File: src/rtl/uart_tx_fifo.sv
// uart_tx_fifo: byte FIFO that sits between a host writer and a UART
// transmitter. The head byte is presented combinationally on m_data/m_valid
// and leaves on an m_valid & m_ready handshake. A write into a full FIFO
// with no same-cycle pop is dropped and latches the sticky overflow flag.
// Optional feature: define UART_TXF_DROP_CNT_EN to add an 8-bit saturating
// drop_count output that counts dropped writes.
module uart_tx_fifo #(
  parameter int DEPTH           = 16,
  parameter int ALMOST_FULL_LVL = 12
) (
  input  logic                     clk,
  input  logic                     rst,
  input  logic                     wr_en,
  input  logic [7:0]               wr_data,
  input  logic                     flush,
  output logic [7:0]               m_data,
  output logic                     m_valid,
  input  logic                     m_ready,
  output logic [$clog2(DEPTH):0]   level,
  output logic                     full,
  output logic                     empty,
  output logic                     almost_full,
  output logic                     overflow
`ifdef UART_TXF_DROP_CNT_EN
  ,
  output logic [7:0]               drop_count
`endif
);

  localparam int              AW      = $clog2(DEPTH);
  localparam logic [AW:0]     DEPTH_L = (AW+1)'(DEPTH);
  localparam logic [AW:0]     AF_LVL  = (AW+1)'(ALMOST_FULL_LVL);

  // Saturating increment for the 8-bit drop counter.
  function automatic logic [7:0] sat_inc8(input logic [7:0] v);
    return (v == 8'hFF) ? v : v + 8'd1;
  endfunction

  logic [7:0]    mem_q [DEPTH];
  logic [AW-1:0] wptr_q, wptr_d;
  logic [AW-1:0] rptr_q, rptr_d;
  logic [AW:0]   cnt_q, cnt_d;
  logic          ovf_q, ovf_d;
  logic          pop, push, drop;

  // Handshake decode: a pop frees a slot in the same cycle, so a write to a
  // full FIFO is still accepted when the head is leaving.
  always_comb begin
    pop  = (cnt_q != '0) && m_ready;
    push = wr_en && ((cnt_q != DEPTH_L) || pop);
    drop = wr_en && (cnt_q == DEPTH_L) && !pop;
  end

  // Next-state for pointers, occupancy and overflow; flush wins over traffic.
  always_comb begin
    wptr_d = wptr_q;
    rptr_d = rptr_q;
    cnt_d  = cnt_q;
    ovf_d  = ovf_q;
    if (flush) begin
      wptr_d = '0;
      rptr_d = '0;
      cnt_d  = '0;
      ovf_d  = 1'b0;
    end else begin
      if (push) wptr_d = wptr_q + AW'(1);
      if (pop)  rptr_d = rptr_q + AW'(1);
      if (push && !pop)      cnt_d = cnt_q + (AW+1)'(1);
      else if (!push && pop) cnt_d = cnt_q - (AW+1)'(1);
      if (drop) ovf_d = 1'b1;
    end
  end

  // Control state register with synchronous reset.
  always_ff @(posedge clk) begin
    if (rst) begin
      wptr_q <= '0;
      rptr_q <= '0;
      cnt_q  <= '0;
      ovf_q  <= 1'b0;
    end else begin
      wptr_q <= wptr_d;
      rptr_q <= rptr_d;
      cnt_q  <= cnt_d;
      ovf_q  <= ovf_d;
    end
  end

  // Storage array; no reset, only written on an accepted write.
  always_ff @(posedge clk) begin
    if (push && !flush && !rst) mem_q[wptr_q] <= wr_data;
  end

`ifdef UART_TXF_DROP_CNT_EN
  logic [7:0] drop_q, drop_d;

  // Drop counter next-state: cleared by flush, saturating on each drop.
  always_comb begin
    drop_d = drop_q;
    if (flush)     drop_d = 8'd0;
    else if (drop) drop_d = sat_inc8(drop_q);
  end

  // Drop counter register.
  always_ff @(posedge clk) begin
    if (rst) drop_q <= 8'd0;
    else     drop_q <= drop_d;
  end

  assign drop_count = drop_q;
`endif

  assign m_valid     = (cnt_q != '0);
  assign m_data      = mem_q[rptr_q];
  assign level       = cnt_q;
  assign full        = (cnt_q == DEPTH_L);
  assign empty       = (cnt_q == '0);
  assign almost_full = (cnt_q >= AF_LVL);
  assign overflow    = ovf_q;

endmodule

File: config.mk
export PLATFORM = sky130hd
export DESIGN_NAME = uart_tx_fifo
export DESIGN_NICKNAME = d
export VERILOG_FILES = /design/src/rtl/uart_tx_fifo.sv
export SDC_FILE = /design/constraint.sdc
export NUM_CORES = 1
export LEC_CHECK = 0
export ABC_AREA = 0
export CAP_MARGIN = 20
export CORE_ASPECT_RATIO = 2
export CORE_MARGIN = 5
export CORE_UTILIZATION = 65
export CTS_CLUSTER_SIZE = 8
export DETAILED_ROUTE_END_ITERATION = 8
export DONT_BUFFER_PORTS = 1
export HOLD_SLACK_MARGIN = 0.1
export PLACE_DENSITY_LB_ADDON = 0.1
export SYNTH_ARGS = -nofsm -noshare
export SYNTH_HDL_FRONTEND = slang
export SYNTH_SLANG_ARGS = --single-unit
File: constraint.sdc
create_clock -name clk -period 6 [get_ports clk]
set_input_delay 0.6 -clock clk [delete_from_list [all_inputs] [get_ports clk]]
set_output_delay 0.6 -clock clk [all_outputs]
set_load 0.01 [all_outputs]
==> results by stage, run 1 <==
Status:
- The flow ran to the end, and the final reports show no timing, DRC or antenna violations.

Worst setup path:
- The internal reg-to-reg setup slack is 3.13 ns.
- The critical path in this run is classified as reg -> out.
- The data arrival time at the worst-slack endpoint is 2.31 ns.
- Together, buffers and inverters on the worst path number 1.
- On the worst path, the slowest cell contributes a delay of about 0.6 ns.
- The signal on the critical path passes through buf_4 -> mux4_2 -> a22oi_1 -> nand2_1.
- The kind of start point of the critical path is a flip-flop.
- The endpoint identified for the worst register-to-register timing path is level[3].
- The number of cells on the worst reg-to-reg path is 10.
- STA classifies the critical path endpoint as an output pin.
- The startpoint identified for the worst register-to-register timing path is level[0].
- Broken down by cell family, the worst path's largest delay share belongs to multiplexers.
- The largest fanout on the critical path is 32.
- The required time of the critical path is ~5.4 ns.
- The master of the slowest instance on the critical path is sky130_fd_sc_hd__mux4_2.

Finish:
- Leaving out filler cells and counting taps, the final layout contains around 440.
- The final cell utilization of the core is 0.744.
- The fraction of layout cells with a size suffix above 1 is 0.221.
- The area growth from synthesis to final layout is 11.5%.
- The total area of multi-input combinational cells is approximately 0.0015 mm².
- The net count of the finished layout is around 350.
- The number of filler cells placed in the layout is 500.
- Summing all flip-flop and latch instances after layout gives 0.00421 mm².
- The antenna diode count is 0.

Logic synthesis:
- The combinational family with the most area after synthesis is multiplexers.
- The number of distinct library cells after synthesis is 39.
- The synthesized instance count is ~320.
- The XOR/XNOR share of the synthesized area is 0.00905.
- The simple-gate share of the synthesized area is 0.0567.
- During synthesis, Yosys emitted a total of 0 warnings.
- The library cell with the largest summed area after synthesis is sky130_fd_sc_hd__edfxtp_1.
- The share of synthesized area in the top cell type comes to 0.662.
- By area the synthesized netlist is led by sky130_fd_sc_hd__edfxtp_1 (66%), sky130_fd_sc_hd__mux4_2 (12%), sky130_fd_sc_hd__dfxtp_1 (6.2%).
- The cell area that synthesis handed to floorplanning was 0.00581 mm².
- Of the total synthesized cell area, the portion taken by full adders, half adders and majority gates is 0.0228.
- The fraction of the mapped netlist area in compound gates is 0.0401.
- The number of nets handed over by synthesis was between 300 and 400.
- The portion of synthesized area spent on multiplexers is 0.132.
- In this run the mean area of a mapped cell was 18.2 µm².
- Of the synthesized area, sequential elements account for 0.724.
- Synthesis inferred 146 register bits.

Routing:
- The via density per instance is 6.49.
- The detailed-route wire length per cell is between 20 and 25 µm.
- The total wirelength of the detailed-routed design is ~11000 µm.
- The routed design uses roughly 500 µm of met3 wire.
- The initial detailed-routing violation count is 186.
- Summed over all nets, wire length on met2 after detailed routing comes to 6260 µm.
- The first detailed-routing pass ran for 4 iterations.
- The post-route DRC violation count is 0.
- The detail route stage leaves a number of antenna-violating nets equal to 0.
- The detailed-routing wirelength on met1 is between 3000 and 4000 µm.
- After detailed routing, no signal wire sits above met4.
- Summing over every cut layer, the via total after detailed routing is between 2k and 3k.

STA:
- The setup TNS after final layout is 0 ns.
- Setup repair after global routing left no endpoint under its margin.
- The setup slack of the critical path after layout is 3.09 ns.
- The worst max-slew margin expressed relative to the limit is 0.370.
- For the finished layout, the period the worst path requires is between 2 and 3 ns.
- The max-slew violation total from the final report is 0.
- The number of hold-slack violations in the final timing report is 0.
- For the final database, setup skew stands at roughly 0.0090 ns.
- For this run, the top clock speed supported by timing is about 340 MHz.
- Of the available clock period, the critical path in the final layout requires 0.486.
- The final-report setup violation count is 0.
- The measured slew at the worst slew-check pin is 0.941 ns.

GRT:
- The number of antenna violations at the first check in global routing is 0.
- The via count of the first global-routing pass was between 3k and 4k.
- After global routing the overflow that remains totals 0.
- The overall global routing resource usage is 0.221.
- Entering global routing, the biggest net connects 33 pins.
- The first global-routing pass estimated around 18000 µm of wire.

Floorplan:
- The initial core utilization is 0.667.
- The total die area is 0.0110 mm².
- The floorplan step defined a core boundary enclosing between 0.008 and 0.009 mm².
- The die is 144 µm tall.
- The top-level port count is 31.
- The floorplan step set the die width to around 77 µm.
- After floorplanning, the core was divided into 48 placement rows.

Clock network:
- At the later pin of the worst-skew pair, clock insertion delay measures 0.42 ns.
- Buffers inserted to repair hold after CTS numbered 0.
- In this run the post-CTS setup repair buffer count came out at 0.
- The H-tree depth reported by CTS is 4.
- CTS placed an instance of sky130_fd_sc_hd__clkbuf_16 at the clock tree root.
- The number of CTS-inserted buffers is 17.
- TritonCTS built the clock tree.
- CTS saw 146 sinks.
- After clock tree synthesis, the clock-pin slew on the worst setup and hold paths is around 0.06 ns.
- The longest clock path from root to sink contains 2 buffers.
- Post-CTS repair changed the size of 0 cells.

Power and ir drop:
- The share of total power consumed by net switching is 0.221.
- The share of power burned in registers is 0.488.
- The share of total power dissipated in the clock network is 0.439.
- The design draws 2310 µW.
- The internal power of the cells totals between 1500 and 2000 µW.
- Dividing total power by cell area gives a power density of between 300 and 400 mW/mm².
- For this design the total switching power over the nets is around 500 µW.
- The maximum VDD drop is ~0.28 mV.
- The combinational fraction of design power is 0.073.
- The analysis attributes to cell leakage a power of between 0.002 and 0.0025 µW.

Place:
- The placed wire-length estimate is between 7000 and 8000 µm.
- The number of port buffers is 0.
- Timing analysis after detailed placement gives a worst setup slack of roughly 3.1 ns.
- The last weighted congestion value of the routability-driven placer is ~0.74.
- The number of placed instances, taps included, is ~400.

Min path:
- The startpoint identified for the worst hold timing path is wr_data[0].
- The worst hold path depth is 0.
- For hold timing, the worst endpoint is mem_q[5][0].
- The type of the tightest min-delay check is in -> reg.

Flow run:
- Across the run, the number of max-cap violations was 0.
==> metrics by stage <==
step	hold slack (ns)	area, µm²
6_report	0.271	6470
5_1_grt	0.250	6470
4_1_cts	0.257	6470
3_5_place_dp	0.494	5890
3_3_place_gp	0.487	5890
2_1_floorplan	0.469	5810
==> worst reg2reg max path, delay by kind of cell (launching register included) <==
family	cells	cell delay, ns
DFF	1	0.40
and+or+nand+nor	2	0.72
adders and majority gates	2	0.45
buffers and inverters	2	0.22
AOI/OAI and AO/OA	4	0.94
==> sequential cells by signal, indices dropped and copies added, names as in the netlist, named ones only <==
name	cells
rptr_q	4
overflow	1
level	5
wptr_q	4
mem_q	128
==> layer usage <==
layer,vias to the layer above,track usage
met4,0,0.0857
met3,24,0.0596
li1,1280,-
met2,84,0.395
met5,-,0
met1,1459,0.251
==> cell type report <==
type	instances	area share
Timing Repair Buffer	2	0.00232
Sequential cell	146	0.649
Multi-Input combinational cell	152	0.234
Clock inverter	9	0.0106
Tap cell	100	0.0193
Clock buffer	23	0.0804
Inverter	7	0.00406
==> power groups by stage <==
stage / clock (µW) / sequential, µW / combinational (µW)
CTS: 1030 / 1130 / 172
global route: 1080 / 1130 / 187
floorplan: 0 / 1150 / 151
detailed placement: 0 / 1150 / 170
finish: 1020 / 1130 / 168
global placement: 0 / 1150 / 168
==> how the worst max path moves through the flow <==
stage | from | endpoint | slack, ns | cells after the start
floorplan | level[0] | level[3] | 3.30 | 11
finish | flip-flop | m_data[5] | 3.09 | 4
detailed placement | level[0] | level[3] | 3.14 | 10
global route | flip-flop | m_data[5] | 2.87 | 4
CTS | flip-flop | m_data[5] | 3.01 | 4
global placement | level[0] | level[3] | 3.21 | 10
==> synthesized netlist by cell type <==
library cell,instances
sky130_fd_sc_hd__a311o_1,1
sky130_fd_sc_hd__edfxtp_1,128
sky130_fd_sc_hd__buf_2,3
sky130_fd_sc_hd__o31ai_4,1
sky130_fd_sc_hd__and3_1,1
sky130_fd_sc_hd__clkbuf_1,8
sky130_fd_sc_hd__nor3_1,1
sky130_fd_sc_hd__nor2b_1,2
sky130_fd_sc_hd__nand2_1,15
sky130_fd_sc_hd__nor4_1,2
sky130_fd_sc_hd__a22oi_1,16
sky130_fd_sc_hd__nand3_4,1
sky130_fd_sc_hd__nor2_1,35
sky130_fd_sc_hd__nand3_1,6
sky130_fd_sc_hd__a211oi_1,1
sky130_fd_sc_hd__a211o_1,1
sky130_fd_sc_hd__mux2_2,1
sky130_fd_sc_hd__mux4_2,32
sky130_fd_sc_hd__nand2b_1,1
sky130_fd_sc_hd__buf_6,1
sky130_fd_sc_hd__o211ai_1,2
sky130_fd_sc_hd__or2_2,1
sky130_fd_sc_hd__o21ai_2,1
sky130_fd_sc_hd__fa_1,1
sky130_fd_sc_hd__or3_4,1
sky130_fd_sc_hd__or4_4,1
sky130_fd_sc_hd__xnor2_1,2
sky130_fd_sc_hd__mux2_4,1
sky130_fd_sc_hd__a21o_1,1
sky130_fd_sc_hd__inv_1,7
sky130_fd_sc_hd__a21oi_1,5
sky130_fd_sc_hd__and4b_1,1
sky130_fd_sc_hd__dfxtp_1,18
sky130_fd_sc_hd__a31o_2,1
sky130_fd_sc_hd__mux2i_1,2
sky130_fd_sc_hd__xor2_1,4
sky130_fd_sc_hd__buf_1,2
sky130_fd_sc_hd__ha_1,9
sky130_fd_sc_hd__and2_1,2
==> cell families after synthesis <==
family                     after synthesis
DFF                                    146
and+or+nand+nor                         70
muxes                                   36
AOI/OAI and AO/OA                       30
buffers and inverters                   21
adders and majority gates               10
xor gates and xnor gates                 6
==> layout by cell type (no fill, tap or decap), drive strengths merged, types with 2 or more instances in the layout <==
cell | netlist | routed
o211ai | 2 | 2
mux2 | 2 | 2
and2 | 2 | 2
clkinvlp | 0 | 5
nor2b | 2 | 2
a21oi | 5 | 5
inv | 7 | 9
mux2i | 2 | 2
nand3 | 7 | 7
a22oi | 16 | 16
edfxtp | 128 | 128
nor4 | 2 | 2
clkinv | 0 | 2
xor2 | 4 | 4
clkbuf | 8 | 23
mux4 | 32 | 32
dfxtp | 18 | 18
nor2 | 35 | 35
nand2 | 15 | 15
xnor2 | 2 | 2
ha | 9 | 9
buf | 6 | 2
Power figures use the tool's default switching activity.
==> inputs of run 2 (changes only) <==
--- a/config.mk
+++ b/config.mk
@@ -9,7 +9,7 @@
 export CAP_MARGIN = 20
 export CORE_ASPECT_RATIO = 2
 export CORE_MARGIN = 5
-export CORE_UTILIZATION = 65
+export CORE_UTILIZATION = 63
 export CTS_CLUSTER_SIZE = 8
 export DETAILED_ROUTE_END_ITERATION = 8
 export DONT_BUFFER_PORTS = 1
==> constraint.sdc (replaced) <==
create_clock -name clk -period 2.9 [get_ports clk]
set_input_delay 0.29 -clock clk [delete_from_list [all_inputs] [get_ports clk]]
set_output_delay 0.29 -clock clk [all_outputs]
set_load 0.01 [all_outputs]
==> results by stage, run 2 (synthesis results as in run 1) <==
Status:
- The flow ran to the end, and the final reports show no timing, DRC or antenna violations.

Floorplan:
- The top-level port count is 31 (unchanged).
- The x dimension of the die is 77.9 µm (+1.4%).
- The number of rows in the core area was 49 (+2.1%).
- The initial core utilization is 0.644 (-0.0225).
- The placeable core region is 0.00901 mm² (+3.5%).
- The total die area is 0.0114 mm² (+2.9%).
- The die span in y is 146 µm (+1.5%).

Finish:
- The number of nets in the layout is 379 (+8.6%).
- The total area of multi-input combinational cells was 0.00151 mm² (unchanged).
- The register ranked first by flip-flop count is mem_q.
- In the layout the commonest cells are sky130_fd_sc_hd__edfxtp_1 (128), sky130_fd_sc_hd__nor2_1 (35), sky130_fd_sc_hd__mux4_2 (32).
- The number of filler cells placed in the layout came to 517 (+3.4%).
- The antenna diode count is 0 (unchanged).
- The number of flip-flops in the largest register is 128 (unchanged).
- The fraction of layout cells with a size suffix above 1 is 0.263 (+0.0416).
- The library cell used most frequently in the layout, excluding fill and tap cells, is sky130_fd_sc_hd__edfxtp_1.
- The final cell utilization of the core was 0.750 (+0.00615).
- The sequential cell area is 0.00421 mm² (unchanged).
- From synthesis to final layout, the design area changed by 16.3%.
- The post-route non-filler standard cell count was 471 (+7.3%).

Place:
- The number of port buffers is 0 (unchanged).
- The last weighted congestion value of the routability-driven placer is 0.814 (+10%).
- The placed wire-length estimate is 7480 µm (+5.8%).
- The total instance count after detailed placement is 429 (+5.4%).
- The setup slack at placement came to 0.183 ns (-2.95 ns).

Clock network:
- The maximum root-to-sink buffer count is 2 (unchanged).
- The clock sink count is 146 (unchanged).
- The latest clock arrival within the worst-skew pair is 0.42 ns (about the same).
- TritonCTS built the clock tree.
- The cell at the root of the clock tree is sky130_fd_sc_hd__clkbuf_16.
- The clock-pin slew on the worst setup and hold paths was 0.06 ns (about the same).
- The number of CTS-inserted buffers is 17 (unchanged).
- The H-tree depth reported by CTS came to 4 (unchanged).

Power and ir drop:
- The proportion of power drawn by the clock network is 0.445 (+0.006).
- The internal power of the cells is 3850 µW (+110%).
- The leakage component of the power is 0.00226 µW (+7.9%).
- The share of power burned in registers is 0.470 (-0.018).
- The combinational fraction of design power was 0.085 (+0.012).
- The switching power summed over all nets is 1110 µW (+120%).
- The share of total power consumed by net switching is 0.224 (+0.00226).
- The power per cell area was 734 mW/mm² (+110%).
- The maximum VDD drop is 0.570 mV (+100%).

Routing:
- The via density per instance came to 6.25 (-3.7%).
- The detailed-route wire length per cell was 23.9 µm (-3.6%).
- The number of nets with antenna violations after routing is 0 (unchanged).
- The initial detailed-routing violation count is 232 (+25%).
- The post-route DRC violation count is 0 (unchanged).
- The number of search-and-repair iterations in the first detailed-routing pass is 5 (+1).
- The total number of vias is 2942 (+3.3%).
- The total wirelength of the detailed-routed design is 11300 µm (+3.4%).

Worst setup path:
- The required time of the critical path was 3.20 ns (-2.20 ns).
- The worst register-to-register path ends at level[4].
- The launch point of the critical path is level[0].
- The critical path class is reg -> reg.
- The number of buffers and inverters on the critical path came to 2 (+1).
- In this run the critical register-to-register path is launched from level[0].
- Traced cell by cell, the critical path runs through or4_4 -> o31ai_4 -> inv_1 -> ha_1 -> inv_2 -> ha_1 -> a21oi_1 -> a211o_1 -> a211oi_1 -> a31o_2.
- The family with the most delay on the worst path is compound AO/OA/AOI/OAI gates.
- The worst setup path is launched from a flip-flop.
- The biggest cell delay along the critical path is 0.61 ns (about the same).
- The largest fanout on the critical path is 8 (-75%).
- The cell count of the worst reg-to-reg path is 10 (unchanged).
- The data arrival time at the worst-slack endpoint was 2.99 ns (+0.68 ns).
- The worst setup path is captured at a flip-flop.
- The slowest stage of the critical path is the sky130_fd_sc_hd__or4_4 cell.
- By instance count, the cell type seen most on the critical path is sky130_fd_sc_hd__ha_1.
- The internal reg-to-reg setup slack is 0.21 ns (-2.92 ns).

STA:
- The part of the cycle the worst path needs is 0.928.
- The measured slew at the worst slew-check pin was 0.765 ns (-0.176 ns).
- The worst max-slew margin expressed relative to the limit is 0.489 (+0.119).
- The max-slew violation total from the final report is 0 (unchanged).
- Based on the critical path, the design can be clocked at up to between 300 and 400 MHz.
- The number of hold-slack violations in the final timing report is 0 (unchanged).
- The worst path in the final design needs a cycle of around 2.7 ns, including I/O delays and setup.
- The setup clock skew after layout is 0.00958 ns (+0.000628 ns).
- The setup slack of the critical path after layout was 0.210 ns (-2.88 ns).
- The final-report setup violation count was 0 (unchanged).
- Setup repair after global routing left no endpoint under its margin.
- The setup TNS after final layout came to 0 ns (unchanged).

Min path:
- The worst hold path depth is 2 (+2).
- The worst hold path begins at wr_en.
- For hold timing, the worst endpoint is wptr_q[2].
- The path class of the tightest hold or removal check is in -> reg.

Flow run:
- The count of max-cap constraint violations came to 0 (unchanged).

GRT:
- The via count of the first global-routing pass is 3195 (+2.8%).
- The global-route wire length before repair came to 18300 µm (+4.0%).
- The overall global routing resource usage is 0.221 (about the same).
- The pin count of the biggest net entering global routing is 33 (unchanged).
- The number of antenna violations at the first check in global routing was 0 (unchanged).
- The final global-route overflow total is 0 (unchanged).
==> run 2: cell count changes in the layout (fill, tap and decap cells not counted) <==
| cell | previous run | this run |
|---|---|---|
| sky130_fd_sc_hd__inv_1 | 7 | 6 |
| sky130_fd_sc_hd__clkinv_4 | 1 | 3 |
| sky130_fd_sc_hd__bufinv_16 | 0 | 3 |
| sky130_fd_sc_hd__clkbuf_8 | 3 | 0 |
| sky130_fd_sc_hd__clkbuf_16 | 19 | 17 |
| sky130_fd_sc_hd__inv_2 | 0 | 1 |
| sky130_fd_sc_hd__clkinvlp_4 | 5 | 3 |
| sky130_fd_sc_hd__buf_12 | 0 | 1 |
| sky130_fd_sc_hd__dlygate4sd3_1 | 0 | 9 |
| sky130_fd_sc_hd__buf_4 | 2 | 22 |
| sky130_fd_sc_hd__inv_6 | 2 | 4 |
==> run 2: through the flow <==
| step | total power (µW) | instance area [µm²] | hold slack (ns) |
|---|---|---|---|
| 6_report | 4960 | 6760 | 0.125 |
| 5_1_grt | 5140 | 6760 | 0.115 |
| 3_3_place_gp | 2750 | 6050 | 0.390 |
| 4_1_cts | 5000 | 6750 | 0.102 |
| 2_1_floorplan | 2690 | 5810 | 0.389 |
| 3_5_place_dp | 2770 | 6050 | 0.390 |
==> run 2: area by class of cell <==
type / count / area share
inverter: 7 / 0.00389
tap: 102 / 0.0189
clock inverter: 14 / 0.0265
timing repair buffer: 32 / 0.0407
sequential: 146 / 0.622
multi-input combinational: 152 / 0.224
clock buffer: 18 / 0.0635
==> run 2: worst max path at each step <==
stage	endpoint	slack, ns	cells after the start
finish	level[4]	0.21	10
CTS	level[3]	0.16	10
detailed placement	level[3]	0.18	10
global route	level[3]	0.05	10
floorplan	level[3]	0.20	11
global placement	level[3]	0.25	10
==> run 2: power by group through the flow <==
stage / sequential [µW] / combinational (µW) / clock, µW
floorplan: 2370 / 311 / 0
global placement: 2370 / 380 / 0
detailed placement: 2380 / 391 / 0
CTS: 2330 / 427 / 2240
global route: 2330 / 467 / 2340
finish: 2330 / 422 / 2210
==> run 2: repair_timing <==
action | CTS | global route
hold endpoints to repair | 131 | 0
setup buffers | 0 | 1
hold buffers | 9 | 0
setup endpoints to repair | 0 | 2
resized for setup | 0 | 1
==> run 2: metal layers <==
metal  vias to the layer above  global-route usage  share of wire
met1                      1488               0.261           0.36
met5                         -                   0              0
met3                        21              0.0527          0.043
li1                       1338                   -              -
met2                        95               0.382           0.57
met4                         0              0.0905          0.023
